===== src/rtl/shift_deserializer.sv =====
// shift_deserializer: serial-to-parallel word receiver with valid/ready output, bit-gap timeout, overrun flag, optional parity (PARITY_EN)
module shift_deserializer #(
  parameter int WIDTH = 5,
  parameter int TIMEOUT = 15
) (
  input  logic             clk,
  input  logic             rst_n,
  input  logic             start,
  input  logic             msb_first,
  input  logic             bit_valid,
  input  logic             bit_in,
  output logic             word_valid,
  input  logic             word_ready,
  output logic [WIDTH-1:0] word_out,
  output logic             busy,
  output logic             overrun,
  output logic             timeout_err,
  output logic             parity_err
);
`ifdef PARITY_EN
  localparam int FRAME = WIDTH + 1;
`else
  localparam int FRAME = WIDTH;
`endif
  localparam int CW = $clog2(WIDTH + 2);
  localparam int GW = $clog2(TIMEOUT + 1);
  typedef enum logic [1:0] {IDLE, COLLECT, HOLD} state_t;
  state_t state_q, state_d;
  logic [WIDTH-1:0] sreg_q, sreg_d;
  logic [CW-1:0] cnt_q, cnt_d;
  logic [GW-1:0] gap_q, gap_d;
  logic msb_q, msb_d, ovr_q, ovr_d, tmo_q, tmo_d, par_q, par_d, perr_q, perr_d;
  always_comb begin
    state_d = state_q;
    sreg_d = sreg_q;
    cnt_d = cnt_q;
    gap_d = gap_q;
    msb_d = msb_q;
    ovr_d = ovr_q;
    tmo_d = 1'b0;
    par_d = par_q;
    perr_d = perr_q;
    if (state_q != HOLD && start) begin
      state_d = COLLECT;
      sreg_d = '0;
      cnt_d = '0;
      gap_d = '0;
      msb_d = msb_first;
      ovr_d = 1'b0;
      par_d = 1'b0;
      perr_d = 1'b0;
    end else if (state_q == COLLECT && bit_valid) begin
      gap_d = '0;
      cnt_d = cnt_q + 1'b1;
      if (int'(cnt_q) < WIDTH) begin
        sreg_d = msb_q ? {sreg_q[WIDTH-2:0], bit_in} : {bit_in, sreg_q[WIDTH-1:1]};
        par_d = par_q ^ bit_in;
      end
      if (int'(cnt_q) == FRAME - 1) begin
        state_d = HOLD;
        cnt_d = '0;
        perr_d = (FRAME > WIDTH) ? par_q ^ bit_in : 1'b0;
      end
    end else if (state_q == COLLECT) begin
      gap_d = gap_q + 1'b1;
      if (int'(gap_q) == TIMEOUT - 1) begin
        state_d = IDLE;
        sreg_d = '0;
        cnt_d = '0;
        gap_d = '0;
        tmo_d = 1'b1;
      end
    end else if (state_q == HOLD) begin
      ovr_d = ovr_q | bit_valid;
      state_d = word_ready ? IDLE : HOLD;
    end
  end
  always_ff @(posedge clk or negedge rst_n) begin
    if (!rst_n) begin
      state_q <= IDLE;
      sreg_q <= '0;
      cnt_q <= '0;
      gap_q <= '0;
      msb_q <= 1'b0;
      ovr_q <= 1'b0;
      tmo_q <= 1'b0;
      par_q <= 1'b0;
      perr_q <= 1'b0;
    end else begin
      state_q <= state_d;
      sreg_q <= sreg_d;
      cnt_q <= cnt_d;
      gap_q <= gap_d;
      msb_q <= msb_d;
      ovr_q <= ovr_d;
      tmo_q <= tmo_d;
      par_q <= par_d;
      perr_q <= perr_d;
    end
  end
  assign word_out = sreg_q;
  assign word_valid = state_q == HOLD;
  assign busy = state_q != IDLE;
  assign overrun = ovr_q;
  assign timeout_err = tmo_q;
  assign parity_err = perr_q;
endmodule


===== config.mk =====
export PLATFORM = sky130hd
export DESIGN_NAME = shift_deserializer
export DESIGN_NICKNAME = d
export VERILOG_FILES = /design/src/rtl/shift_deserializer.sv
export SDC_FILE = /design/constraint.sdc
export NUM_CORES = 1
export LEC_CHECK = 0
export CORE_MARGIN = 2
export CORE_UTILIZATION = 41
export CTS_BUF_LIST = sky130_fd_sc_hd__clkbuf_4
export CTS_CLUSTER_SIZE = 40
export DETAILED_ROUTE_END_ITERATION = 12
export GPL_TIMING_DRIVEN = 0
export PLACE_DENSITY = 0.65
export SLEW_MARGIN = 20
export SYNTH_ARGS = -nofsm -noshare
export SYNTH_HDL_FRONTEND = slang
export SYNTH_SLANG_ARGS = --single-unit

===== constraint.sdc =====
create_clock -name clk -period 4.05 [get_ports clk]
set_clock_uncertainty 0.2 [all_clocks]
set_input_delay 0.6075 -clock clk [delete_from_list [all_inputs] [get_ports clk]]
set_output_delay 0.6075 -clock clk [all_outputs]
set_load 0.01 [all_outputs]

* Yosys cells after proc, flatten, opt, wreduce, memory -nomap -nowiden
Cells that the tools add are included.
Widths: inputs -> output; s select.
** Storage, ports and cells
- Output and inout bits :: 10
- Logic and storage cells :: 69
- Input port bits :: 7
- Register bits after elaboration :: 18
** Cells by class
- Multiplexer cells :: 33
- Reduce and logical (&&, ||, !) cells :: 14
- Bitwise gates (word level) :: 1
- Equality and inequality tests :: 10
- Add/sub/neg operators :: 2
- Magnitude comparators :: 1
** Operators by type and width (count)
- $mux 5 :: 6
- $mux 4 :: 4
- $mux 3 :: 5
- $mux 2 :: 7
- $mux 1 :: 11
- $reduce_and 3->1 :: 3
- $reduce_bool 2->1 :: 4
- $ne 2x2->1 const B :: 3
- $ne 3x2->1 const B :: 2
- $reduce_bool 3->1 :: 2
- $add 4x1->4 const B :: 1
- $eq 4x2->1 const B :: 1
- $ne 4x3->1 const B :: 1
- $reduce_and 2->1 :: 2
- $reduce_bool 4->1 :: 1
- $add 3x1->3 const B :: 1
- $eq 3x3->1 const B :: 1
- $lt 3x3->1 const B :: 1
- $eq 2x1->1 const B :: 1
- $eq 2x2->1 const B :: 1
- $logic_and 1x1->1 :: 2
- $or 1x1->1 :: 1

* Longest topological paths before layout
Gate-level depths: netlist of the first run.
- Depth after elaboration :: 5
- Mapped depth :: 6
- Mapped depth without buffers :: 6

* Worst setup path after synthesis of the first run
OpenSTA, ideal clock, no wires.
- Path kind :: input to register
- From :: input start
- To :: register sreg_q[3] (netlist: word_out[3])
- Stages :: 5
- Buffers on the path :: 1
- Data required time :: 3.726 ns
- Arrival :: 1.402 ns
- Setup time :: 0.124 ns
- Setup slack :: 2.324 ns
- Cells stage by stage :: buf_2 -> inv_1 -> o221ai_4 -> o31ai_4 -> o2bb2ai_1
** Between the ends
- Word-level cells in the longest chain between the ends :: 3
- Elaborated cells on any way between the ends :: 6
- Classes of those cells :: eq/ne (1); mux (1); reduce/logical (4)
** RTL lines
- start, declared :: RTL line 8 : input logic start,
- $logic_and 1x1->1 (*) :: RTL line 43 : if (state_q != HOLD && start) begin
- $ne 3x2->1 (no line) or $reduce_bool 3->1 (tied branches)
- $reduce_and 3->1 (no line)
- end signal, assigned :: RTL line 91 : sreg_q <= sreg_d;
- end, declared :: RTL line 29 : logic [WIDTH-1:0] sreg_q, sreg_d;
Mark *: on every way between the ends. The rest lies on a longest branch, timed or not.
A chain may end at the register's enable or synchronous reset.

* Worst setup path after layout of the first run
- From :: register state_q[0]
- To :: output word_valid
** Between the ends
- Word-level cells in the longest chain between the ends :: 1
** RTL lines
- start, declared :: RTL line 28 : state_t state_q, state_d;
- start signal, assigned :: RTL line 90 : state_q <= state_d;
- $eq 2x2->1 :: RTL line 102 : assign word_valid = state_q == HOLD;
- end, declared :: RTL line 12 : output logic word_valid,
Every way passes these cells.

==> results of run 1 <==
layer usage:
metal	vias to the layer above	track usage, %	routed length [um]	part of all wire (%)
met4	0	6.58	14	0.80
li1	341	-	-	-
met3	2	2.63	34	1.9
met2	7	25.0	859	49
met1	338	20.7	842	48
met5	-	0	0	0
synthesized netlist by cell type:
cell                        number
sky130_fd_sc_hd__o21a_1          1
sky130_fd_sc_hd__clkbuf_2        1
sky130_fd_sc_hd__a21oi_1         2
sky130_fd_sc_hd__and4bb_2        1
sky130_fd_sc_hd__inv_1           5
sky130_fd_sc_hd__a31o_1          1
sky130_fd_sc_hd__nand3b_1        1
sky130_fd_sc_hd__o221ai_4        1
sky130_fd_sc_hd__nand2_2         1
sky130_fd_sc_hd__a22o_2          1
sky130_fd_sc_hd__nor3_1          1
sky130_fd_sc_hd__or2_2           1
sky130_fd_sc_hd__a31oi_1         1
sky130_fd_sc_hd__buf_2           1
sky130_fd_sc_hd__a21oi_2         1
sky130_fd_sc_hd__buf_1           1
sky130_fd_sc_hd__mux2_2          1
sky130_fd_sc_hd__o21bai_1        1
sky130_fd_sc_hd__o2bb2ai_1       5
sky130_fd_sc_hd__nor2_1          3
sky130_fd_sc_hd__nand2_1         7
sky130_fd_sc_hd__o32ai_1         1
sky130_fd_sc_hd__dfrtp_1        17
sky130_fd_sc_hd__mux2i_1         5
sky130_fd_sc_hd__conb_1          1
sky130_fd_sc_hd__nand3_1         5
sky130_fd_sc_hd__nand2b_1        1
sky130_fd_sc_hd__nor4_1          1
sky130_fd_sc_hd__a21boi_0        1
sky130_fd_sc_hd__xnor2_1         2
sky130_fd_sc_hd__o21ai_0         7
sky130_fd_sc_hd__inv_2           2
sky130_fd_sc_hd__buf_4           1
sky130_fd_sc_hd__o31ai_4         1
sky130_fd_sc_hd__ha_1            4
power breakdown:
part           internal (W)  total (W)  switching, W  leakage [nW]
clock             0.0000449  0.0000951     0.0000502        0.0184
sequential         0.000175   0.000180    0.00000468         0.227
combinational     0.0000192  0.0000433     0.0000242         0.239
kinds of logic (layout without fill, tap and decap cells):
kind of cell               count (synthesis)  in the layout  share of synthesized area [%]
AOI/OAI and AO/OA                         24             24                           21.9
xor gates and xnor gates                   2              2                           1.91
adders and majority gates                  4              4                           5.44
buffers and inverters                     11             28                           5.17
DFF                                       17             17                           46.3
muxes                                      6              6                           6.67
other                                      1              1                          0.408
and+or+nand+nor                           22             22                           12.2
registers in the layout (all words and copies together), names as in the netlist:
name and count:
cnt_q 3, gap_q 4, msb_q 1, overrun 1
state_q 2, timeout_err 1, word_out 5
critical path: cells and delay by family (launching register included):
family | cells | cell delay [ps]
AND/OR/NAND/NOR | 1 | 70
buffers and inverters | 3 | 740
flip-flops | 1 | 470
through the flow:
stage | power, W | cell area (um^2)
2_1_floorplan | 0.000210 | 920
3_3_place_gp | 0.000225 | 1080
3_5_place_dp | 0.000227 | 1080
4_1_cts | 0.000324 | 1110
5_1_grt | 0.000336 | 1110
6_report | 0.000318 | 1110
final timing paths:
path	startpoint	to	slack, ps	cells after the start
setup / recovery	state_q[0]$_DFFE_PN0P_	word_valid	1680	4
hold / removal	overrun$_DFFE_PN0P_	overrun$_DFFE_PN0P_	310	1
setup reg to reg	gap_q[0]$_DFFE_PN0P_	word_out[3]$_DFFE_PN0P_	2220	6
hold reg to reg	overrun$_DFFE_PN0P_	overrun$_DFFE_PN0P_	310	1
max in group asynchronous	rst_n	word_out[2]$_DFFE_PN0P_	2600	1
min in group asynchronous	rst_n	timeout_err$_DFF_PN0_	570	1
cell usage in the layout (no fill, tap or decap), types with 2 or more instances in the layout:
cell type                         instances
sky130_fd_sc_hd__o21ai_0                  7
sky130_fd_sc_hd__a21oi_1                  2
sky130_fd_sc_hd__xnor2_1                  2
sky130_fd_sc_hd__clkbuf_4                 4
sky130_fd_sc_hd__nor2_1                   3
sky130_fd_sc_hd__dfrtp_1                 17
sky130_fd_sc_hd__nand2_1                  7
sky130_fd_sc_hd__o2bb2ai_1                5
sky130_fd_sc_hd__mux2i_1                  5
sky130_fd_sc_hd__inv_2                    2
sky130_fd_sc_hd__inv_1                    5
sky130_fd_sc_hd__ha_1                     4
sky130_fd_sc_hd__nand3_1                  5
sky130_fd_sc_hd__clkdlybuf4s50_1         13
final cells by class:
cell class	count	area, um^2
fill	216	1050
multi-input combinational	59	447
sequential	17	425
timing repair buffer	13	130
tap	28	35.0
clock buffer	4	30.0
inverter	7	26.3
buffer	4	21.3
==> flow_metrics.tcl, run 1 <==
set metrics [dict create \
    status "complete, no violations" \
    cts_num_sinks 17 \
    crit_arrival_ps 1570 \
    post-route-util_pct 51.4 \
    crit_path_start_kind "register" \
    maxSlewHeadroom_pct 48.3 \
    cp_max_fo 8 \
    pre_cts_ws_ps 1990 \
    postcts_resize_cnt 0 \
    final_net_count 116 \
    finalWorstPathRequiredPeriod_ps 2370 \
    cpMostUsedCell "sky130_fd_sc_hd__inv_2" \
    n_antenna_cell 0 \
    final.period_utilization_pct 58.6 \
    drt-wirelength-per-cell_um 13.3 \
    vdd_ir_drop_max_v 0.000129 \
    cts.htree.levels 1 \
    synth.top_cells.by_area "sky130_fd_sc_hd__dfrtp_1 (46%), sky130_fd_sc_hd__ha_1 (5.4%), sky130_fd_sc_hd__mux2i_1 (5.4%)" \
    post_cts_hold_buffer_count 0 \
    final.setup.tns_ps 0 \
    clock.fmax_ghz 0.421 \
    placeableCoreArea_um2 2170 \
    hold_viol_final 0 \
    total_wire_length_mm 1.75 \
    drt-vias-per-instance 5.21 \
    drt_pre_antenna_iters 3 \
    die_y_um 51.4 \
    antenna_violations_before_repair 0 \
    cp_slowest_cell "sky130_fd_sc_hd__clkdlybuf4s50_1" \
    synth_largest_area_cell "sky130_fd_sc_hd__dfrtp_1" \
    placement_rows 17 \
    floorplan_die_width_um 51.4 \
    pwr_density_cell_nw_per_um2 285 \
    largest_stage_delay_worst_path_ps 540 \
    grt_remaining_overflow 0 \
    cts_made_buffers 3 \
    rsz0062_at_grt "false" \
    place.detailed.hpwl_mm 1.31 \
    worst_setup_path_end_kind "primary output" \
    proportion_of_synthesized_chip_area_in_sequential_cells_pct 46.3 \
    synthDominantCellAreaShare_pct 46.3 \
    drt-initial-drc-count 6 \
    worstSkewPairLatency_ps 280 \
    cts_tree "built" \
    post_cts_buffers 0 \
    worst_ep_required_time_ps 3240 \
    global_route_wire_length_before_repair_mm 3.04 \
    worst-setup-path-type "reg2out" \
    cts.root.buffer_cell "sky130_fd_sc_hd__clkbuf_4" \
    cellLeakagePower_nw 0.484 \
    drc_errors 0 \
    grt_start_max_net_pins 18 \
    synthesized_netlist_net_count 98 \
    avgSynthCellArea_um2 10.6 \
    globalRouteTotalUtil_pct 15.6 \
    cts-root-to-sink-buffers 2 \
    synth.lib_cells_used.distinct 35 \
    place.port_buffers 13 \
    vias_in_the_first_global_route 712 \
    vias 688 \
    clock_transition_at_the_registers_of_the_reported_paths_ps 100 \
    die_area_um2 2640 \
    area_delta_synth_final_pct 21.2 \
    ant_nets 0 \
    synth_warnings 0 \
    initial_utilization_pct 42.4 \
    timing.final.ws_setup_ps 1680 \
    post_synth_instance_area_um2 920 \
    hp-class "reg2reg" \
    final_max_slew_viol_count 0 \
    timing.final.setup_violations 0 \
    drv.max_cap_violation_count 0 \
    fraction_of_layout_cells_with_a_size_suffix_above_1_pct 16.3 \
    syn_inst 87 \
    post_layout_instance_count_excluding_filler_cells 132 \
    fin_worst_hold_slack_ps 314 \
    place_inst 128 \
    design.portCount 17 \
    crit_path_cell_trace "inv_2 -> nand2_2 -> inv_2 -> clkdlybuf4s50_1" \
    tightest_slew_ps 773 \
    globalplace.congestion 0.742 \
    synth_seq_cells 17 \
]
Note: power is estimated with default switching activity, not from simulation.
==> run 2, diff against run 1 <==
- PLACE_DENSITY: 0.65 -> 0.68
- clock period: 4.05 -> 2.1 ns (I/O delays scaled with it)
==> run 2 against run 1 <==
Sequential share of layout area is 0.62 points lower. First-iteration DRC count is 33% lower. Critical path depth is 2 lower. Total power is 94% higher. Sequential power is 92% higher. Die area stayed put. Cell count is 2.3% higher. Wire length is 4.6% lower. Clock-buffer cell count stayed put. Flip-flop and latch count stayed put. Largest cell class unchanged.
==> flow_metrics.tcl, run 2 (synthesis results as in run 1) <==
set metrics [dict create \
    status "complete, no violations" \
    worst_hold_path.num_cells 2 \
    grt_remaining_overflow 0 \
    vias 687 \
    globalRouteTotalUtil_pct 14.4 \
    place.port_buffers 13 \
    vias_in_the_first_global_route 667 \
    cp_max_fo 5 \
    drt-wirelength-per-cell_um 12.4 \
    design.portCount 17 \
    cts.htree.levels 1 \
    final_max_slew_viol_count 0 \
    worst_setup_path_end_kind "primary output" \
    drt_pre_antenna_iters 3 \
    worst-setup-path-type "reg2out" \
    cellLeakagePower_nw 0.497 \
    die_area_um2 2640 \
    post_layout_instance_count_excluding_filler_cells 135 \
    regToRegSetupSlack_ps 310 \
    crit_path_cell_trace "or2_2 -> clkdlybuf4s50_1" \
    area_delta_synth_final_pct 23.9 \
    tightest_slew_ps 755 \
    fin_worst_hold_slack_ps 105 \
    layout_commonest_cell "sky130_fd_sc_hd__dfrtp_1" \
    finalWorstPathRequiredPeriod_ps 2030 \
    cts_num_sinks 17 \
    drc_errors 0 \
    r2r_start "gap_q[0]$_DFFE_PN0P_" \
    final_net_count 119 \
    place.detailed.hpwl_mm 1.23 \
    multiInputGateArea_um2 447 \
    initial_utilization_pct 42.4 \
    drv.max_cap_violation_count 0 \
    layout.area.seq_um2 428 \
    placeableCoreArea_um2 2170 \
    worstSkewPairLatency_ps 290 \
    crit_path_start_kind "register" \
    timing.hold.worst_endpoint "timeout_err$_DFF_PN0_" \
    grt_use_met1_pct 17.3 \
    cp_slowest_cell "sky130_fd_sc_hd__clkdlybuf4s50_1" \
    dpl-instance-area_um2 1080 \
    global_routing_met2_resource_utilization_pct 23.9 \
    cts_made_buffers 3 \
    rsz0062_at_grt "false" \
    globalplace.congestion 0.752 \
    grt-busiest-layer "met2" \
    placement_rows 17 \
    vdd_ir_drop_max_v 0.000279 \
    place_inst 128 \
    post_cts_hold_buffer_count 0 \
    maxSlewHeadroom_pct 49.5 \
    timing.final.setup_violations 0 \
    clock_transition_at_the_registers_of_the_reported_paths_ps 100 \
    drt-initial-drc-count 4 \
    hold_viol_final 0 \
    grtUsageMet3_pct 3.22 \
    die_y_um 51.4 \
    final.setup.tns_ps 0 \
    ant_nets 0 \
    largest_stage_delay_worst_path_ps 470 \
    postLayoutCellArea_um2 1140 \
    clock.fmax_ghz 0.493 \
    post-route-util_pct 52.5 \
    cts_tree "built" \
    worst_ep_required_time_ps 1580 \
    drt-vias-per-instance 5.09 \
    crit-reg2reg-capture "word_out[4]$_DFFE_PN0P_" \
    cts.root.buffer_cell "sky130_fd_sc_hd__clkbuf_4" \
    global_route_wire_length_before_repair_mm 2.79 \
    fraction_of_layout_cells_with_a_size_suffix_above_1_pct 20.6 \
    antenna_violations_before_repair 0 \
    largest_register_ffs 5 \
    timing.hold.worst.start "bit_valid" \
    grt_start_max_net_pins 18 \
    crit_arrival_ps 1510 \
    total_wire_length_mm 1.67 \
    pwr_density_cell_nw_per_um2 541 \
    final.period_utilization_pct 96.5 \
    cp-startpoint "state_q[1]$_DFFE_PN0P_" \
    n_antenna_cell 0 \
    timing.reg2reg.worst_path_depth 6 \
    final.fill_count 209 \
    cts-root-to-sink-buffers 2 \
    floorplan_die_width_um 51.4 \
    hp-class "in2reg" \
    final_cell_mix "sky130_fd_sc_hd__dfrtp_1 (15), sky130_fd_sc_hd__clkdlybuf4s50_1 (13), sky130_fd_sc_hd__nand2_1 (7), sky130_fd_sc_hd__o21ai_0 (7)" \
]
[run 2: worst max-delay path by stage]
stage / to / slack (ps)
final: busy / 70
after global routing: busy / 20
after CTS: word_valid / 7
after detailed placement: word_out[4]$_DFFE_PN0P_ / 330
after global placement: word_out[4]$_DFFE_PN0P_ / 330
after floorplan: word_out[3]$_DFFE_PN0P_ / 490
[run 2: where the power goes]
| group | internal (W) | total, W | leakage (nW) | switching, W |
|---|---|---|---|---|
| logic | 0.0000375 | 0.0000839 | 0.254 | 0.0000464 |
| clock network | 0.0000868 | 0.000186 | 0.0184 | 0.0000997 |
| registers | 0.000338 | 0.000346 | 0.225 | 0.00000860 |
[run 2: layout make-up]
cell class / instances / area share [%]
Buffer: 4 / 1.87
Clock buffer: 4 / 2.63
Inverter: 7 / 2.31
Multi-Input combinational cell: 59 / 39.2
Sequential cell: 17 / 37.5
Tap cell: 28 / 3.07
Timing Repair Buffer: 16 / 13.4
[run 2: per-layer routing]
metal,vias to the layer above,share of wire [%]
li1,350,-
met1,321,46
met2,14,48
met3,2,5.0
met4,0,1.1
met5,-,0
[run 2: what timing repair did]
item	in CTS	in global routing
buffers inserted	0	3
setup endpoints to repair	0	2
gates resized for setup	0	2
[run 2: worst max-delay path, delay by kind of cell (launching register included)]
family | cells | cell delay, ps
DFF | 1 | 450
and+or+nand+nor | 1 | 300
buffers and inverters | 1 | 470
[run 2: stage by stage]
step | worst slack [ps] | total power, W
final | 73.1 | 0.000616
after global routing | 16.8 | 0.000653
after CTS | 6.97 | 0.000626
after detailed placement | 326 | 0.000437
after global placement | 329 | 0.000434
after floorplan | 491 | 0.000405
==> run 3, diff against run 2 <==
- ABC_CLOCK_PERIOD_IN_PS: unset -> 2100
- CTS_CLUSTER_DIAMETER: unset -> 100
==> results of run 3 <==
The final DEF is identical to that of run 2; final timing and power are the same.
